<file path="config.mk">
export PLATFORM = sky130hd
export DESIGN_NAME = window_mac3
export DESIGN_NICKNAME = d
export VERILOG_FILES = /design/src/rtl/window_mac3.sv
export SDC_FILE = /design/constraint.sdc
export NUM_CORES = 1
export LEC_CHECK = 0
export ABC_CLOCK_PERIOD_IN_PS = 4400
export CORE_ASPECT_RATIO = 1.25
export CORE_MARGIN = 1.5
export CORE_UTILIZATION = 34
export DETAILED_ROUTE_END_ITERATION = 7
export SLEW_MARGIN = 10
export SYNTH_ARGS = -nofsm -noshare
export SYNTH_HDL_FRONTEND = slang
export SYNTH_SLANG_ARGS = --single-unit
</file>
<file path="constraint.sdc">
create_clock -name clk -period 4.4 [get_ports clk]
set_input_delay 0.88 -clock clk [delete_from_list [all_inputs] [get_ports clk]]
set_output_delay 0.88 -clock clk [all_outputs]
set_load 0.05 [all_outputs]
</file>
<file path="src/rtl/window_mac3.sv">
// window_mac3: three-tap sliding-window multiply-accumulate.
// Pops one entry per read from an upstream FIFO that presents three
// consecutive entries, multiplies unsigned activations by signed weights
// and emits one partial sum per window through a two-stage pipeline.
module window_mac3 #(
  parameter int DAT_WIDTH     = 8,
  parameter int NUM_RDATA     = 3,
  parameter int FF_ADDR_WIDTH = 3,
  parameter int PSUM_WIDTH    = 20,
  parameter int LEN_WIDTH     = 8
) (
  input  logic                           clk,
  input  logic                           rst,
  input  logic                           start,
  input  logic [LEN_WIDTH-1:0]           out_len,
  input  logic                           wgt_wr,
  input  logic [1:0]                     wgt_idx,
  input  logic [DAT_WIDTH-1:0]           wgt_data,
  input  logic [FF_ADDR_WIDTH-1:0]       ff_data_counter,
  input  logic                           ff_full,
  input  logic                           ff_empty,
  output logic                           ff_rd_req,
  input  logic [DAT_WIDTH*NUM_RDATA-1:0] ff_rd_data,
  output logic [PSUM_WIDTH-1:0]          psum,
  output logic                           psum_val,
  output logic                           busy,
  output logic                           done
);

  localparam int PROD_W = 2*DAT_WIDTH + 1;

  localparam logic [1:0] IDLE  = 2'd0;
  localparam logic [1:0] RUN   = 2'd1;
  localparam logic [1:0] DRAIN = 2'd2;

  logic [1:0]                  state;
  logic [LEN_WIDTH-1:0]        remaining;
  logic signed [DAT_WIDTH-1:0] wgt  [NUM_RDATA];
  logic signed [PROD_W-1:0]    prod [NUM_RDATA];
  logic                        rd_val1;
  logic                        val2;
  logic [PSUM_WIDTH-1:0]       sum_c;

  // Read when at least three entries are present; ff_full covers the
  // occupancy count wrapping to zero at a completely full FIFO.
  always_comb begin
    ff_rd_req = (state == RUN) && (remaining != '0) && !ff_empty &&
                (ff_full || (ff_data_counter >= FF_ADDR_WIDTH'(3)));
    busy      = (state != IDLE);
  end

  // Row control: load window count, count reads, drain, pulse done.
  always_ff @(posedge clk) begin
    if (rst) begin
      state     <= IDLE;
      remaining <= '0;
      done      <= 1'b0;
    end else begin
      done <= 1'b0;
      case (state)
        IDLE: begin
          if (start) begin
            if (out_len != '0) begin
              state     <= RUN;
              remaining <= out_len;
            end else begin
              done <= 1'b1;
            end
          end
        end
        RUN: begin
          if (ff_rd_req) begin
            remaining <= remaining - LEN_WIDTH'(1);
            if (remaining == LEN_WIDTH'(1)) state <= DRAIN;
          end
        end
        DRAIN: begin
          if (!rd_val1 && !val2) begin
            state <= IDLE;
            done  <= 1'b1;
          end
        end
        default: state <= IDLE;
      endcase
    end
  end

  // Weight registers, writable only while idle; index 3 matches no tap.
  always_ff @(posedge clk) begin
    if (rst) begin
      for (int unsigned i = 0; i < NUM_RDATA; i++) wgt[i] <= '0;
    end else if (wgt_wr && (state == IDLE)) begin
      for (int unsigned i = 0; i < NUM_RDATA; i++)
        if (wgt_idx == 2'(i)) wgt[i] <= wgt_data;
    end
  end

  // Sum of the registered products, each sign-extended to the output width.
  always_comb begin
    sum_c = '0;
    for (int unsigned i = 0; i < NUM_RDATA; i++)
      sum_c = sum_c + PSUM_WIDTH'(prod[i]);
  end

  // Datapath: own-read valid tracking, product stage, sum stage.
  always_ff @(posedge clk) begin
    if (rst) begin
      rd_val1  <= 1'b0;
      val2     <= 1'b0;
      psum_val <= 1'b0;
      psum     <= '0;
      for (int unsigned i = 0; i < NUM_RDATA; i++) prod[i] <= '0;
    end else begin
      rd_val1  <= ff_rd_req;
      val2     <= rd_val1;
      psum_val <= val2;
      if (rd_val1) begin
        for (int unsigned i = 0; i < NUM_RDATA; i++)
          prod[i] <= PROD_W'($signed({1'b0, ff_rd_data[i*DAT_WIDTH +: DAT_WIDTH]})) *
                     PROD_W'(wgt[i]);
      end
      if (val2) psum <= sum_c;
    end
  end

endmodule

</file>
==> metrics <==
die height=~210 um; Final Cycle Share=a little over nine tenths; #FFs+latches synth=between 100 and 150; final setup fails=0; reg-to-reg critical path startpoint=wgt[0][10]; drt drc=0; clk_lat worst skew=around 0.36 ns; vias in the first global route=9684; layout cells sized above 1=around a fifth; CP Data Arrival Time=4.44 ns; post-DR vias/cell=4.837; clk_skew=0.01477 ns; Post-Route WL=29.32 mm; Tmin final=between 4 and 5 ns; prevailing post-synth register cell=edfxtp_1; max-cap violation count=0; Max Slew Vio Count=0; area grow syn2layout=25.62%; pwr/cell area=330.0 mW/mm^2; core outline area=roughly 0.035 sq mm; slew margin rel.=between 50% and 60%; CTS Root Cell=clkbuf_16; Critical Path End Type=register; total grt overflow=0; R2R depth=15; wire per inst=about 15 um; full die area=0.03676 sq mm; Sum Neg Setup Slack=0 ns; crit path kind=primary input to register; first-pass GRT wire length=just under 50 mm; Clk pwr share=between 10% and 20%; Num CTS Buffers=9; worst r2r dst=prod[0][33]; fill cell count=~3400; setup repair after global routing missed its margin=yes; hpwl dp=around 24 mm; Internal=~3000 uW; number of synthesized flops with an enable pin=75; number of routed nets with antenna violations=0; Worst Hold Path Cells=2; Net Count, Synth=roughly 1600; FFs w/ async S/R, synth=0%; Initial Util=34.34%; Logic pwr share=between 50 and 60%; total track usage=16.52%; clk sink count=~110; Final Hold Fails=0; leakage power=between 0.006 and 0.007 uW; post-synth cell types=between 60 and 70; final instance area=between 0.015 and 0.02 sq mm; largest net degree at the start of global routing=36; commonest non-fill, non-tap cell in the layout=inv_1; post-synthesis cell count=around 1300; P_sw=between 1500 and 2000 uW; hold wc startpoint=remaining[7]; Final Wtd Congestion=0.8644; Die W=~170 um; Syn Area/Cell=between 9 and 10 sq um; flop2flop setup slack=0.07 ns; Worst Max-Slew Pin Slew=about 0.73 ns; Critical Path Start Type=primary input; Yosys Warn Count=0; initial antenna violation count=0; sw frac=approximately two fifths; DRT iter0 DRCs=356; synthesized cell area=0.01211 sq mm; Fmax=about 230 MHz; CTS tree=yes; outcome=finished, final reports clean; Ant. Diodes=0; Rows=77; most frequent cells in the layout=inv_1 (195), ha_1 (138), buf_4 (136); num ports=75; Final nets=between 1500 and 2000; H-tree levels=3; clk buf depth=2; Peak VDD IR=0.1988 mV; Worst-path clk slew=around 0.080 ns; count of input and output buffers=between 70 and 80; Worst Path Max Fanout=6; sequential-to-total area share from yosys stat=between 20% and 30%; dpl cell area=roughly 0.014 sq mm; register share of total power=roughly a quarter; routed via count=between 9000 and 10000; WHS Endpoint=remaining[7]; DR pass1 iterations=5; hold crit path type=register to register; Data required, critical path=around 4.5 ns
-- final cells by class --
cell class,count,area [sq um],area share [%]
Multi-Input combinational cell,926,8862,58.27
Clock inverter,7,72.57,0.4771
Sequential cell,108,2913,19.15
Tap cell,474,593.1,3.899
Timing Repair Buffer,213,1755,11.54
Inverter,210,788.3,5.183
Clock buffer,9,225.2,1.481
-- how the worst max path moves through the flow --
stage                    from          end  slack (ns)  depth (start not counted)
2_1_floorplan  ff_rd_data[11]  prod[0][29]       -0.05                         15
5_1_grt             wgt[0][9]  prod[0][33]       -0.13                         17
3_3_place_gp   ff_rd_data[12]  prod[0][31]       -0.81                         16
3_5_place_dp    ff_rd_data[3]  prod[0][10]       -0.88                         16
4_1_cts        ff_rd_data[22]  prod[0][44]      0.0008                         15
6_report        ff_rd_data[5]  prod[0][14]        0.05                         16
-- cell families after synthesis --
family	after synthesis	synth area share, %
simple gates	422	18.59
fa+ha+maj	278	36.73
buf+inv	233	7.378
compound gates	205	11.65
flops	108	24.06
xor+xnor	14	1.013
mux	7	0.5890
-- power by group through the flow --
stage | registers, uW | clock network [uW] | logic (uW)
final | 1210 | 817 | 3000
after global placement | 1230 | 0 | 2530
after detailed placement | 1230 | 0 | 2560
after CTS | 1210 | 842 | 2740
after global routing | 1210 | 883 | 3350
after floorplan | 1220 | 0 | 1650
-- cells in the mapped netlist (all sizes together), types with 19 or more instances --
cell type  count  area share, %
inv          208            6.4
and2         149            7.7
ha           149             15
fa           129             21
edfxtp        75             19
nand2         74            2.3
nor2          69            2.1
a21oi         54            2.2
nor3          36            1.6
dfxtp         33            5.5
a211oi        32            2.0
o21ai         28            1.2
nand3         21           0.87
o21a          21            1.3
clkbuf        19           0.59
-- stage by stage --
| step | instances | total power [uW] | hold WS [ns] | worst slack (ns) | utilization, % |
|---|---|---|---|---|---|
| floorplan | 1267 | 2867 | 0.4573 | -0.04538 | - |
| global placement | 1912 | 3759 | 0.4670 | -0.8107 | 40.83 |
| detailed placement | 1912 | 3787 | 0.4787 | -0.8797 | 40.83 |
| CTS | 1935 | 4789 | 0.4899 | 0.0008225 | 42.15 |
| global route | 1947 | 5449 | 0.5195 | -0.1339 | 43.13 |
| finish | 1947 | 5019 | 0.4876 | 0.05167 | 43.13 |
-- sequential cells by signal (all words and copies together), names as in the netlist --
| name | cells |
|---|---|
| prod | 51 |
| wgt | 24 |
| psum | 19 |
| remaining | 8 |
| state | 2 |
| done | 1 |
| psum_val | 1 |
| rd_val1 | 1 |
| val2 | 1 |
-- per-layer routing --
metal	track usage [%]	wire, um
met2	29.68	14990
met5	0	0
met1	20.66	12790
met4	4.290	641
met3	2.071	904
-- timing repair --
action,4_1_cts,5_1_grt
hold buffers,0,0
endpoints found under the setup margin,29,27
buffers inserted,7,13
pin swaps,41,60
resized for setup,113,108
-- worst max-delay path, stage by stage --
cell,delay [ns]
buf_8,0.11
and2_4,0.13
fa_1,0.56
fa_1,0.44
fa_1,0.53
inv_2,0.04
fa_1,0.51
inv_2,0.05
ha_4,0.26
buf_6,0.10
o21a_4,0.13
o31ai_4,0.09
buf_4,0.15
a211oi_4,0.25
o21a_1,0.16
nor3_1,0.04
Power figures use the tool's default switching activity.
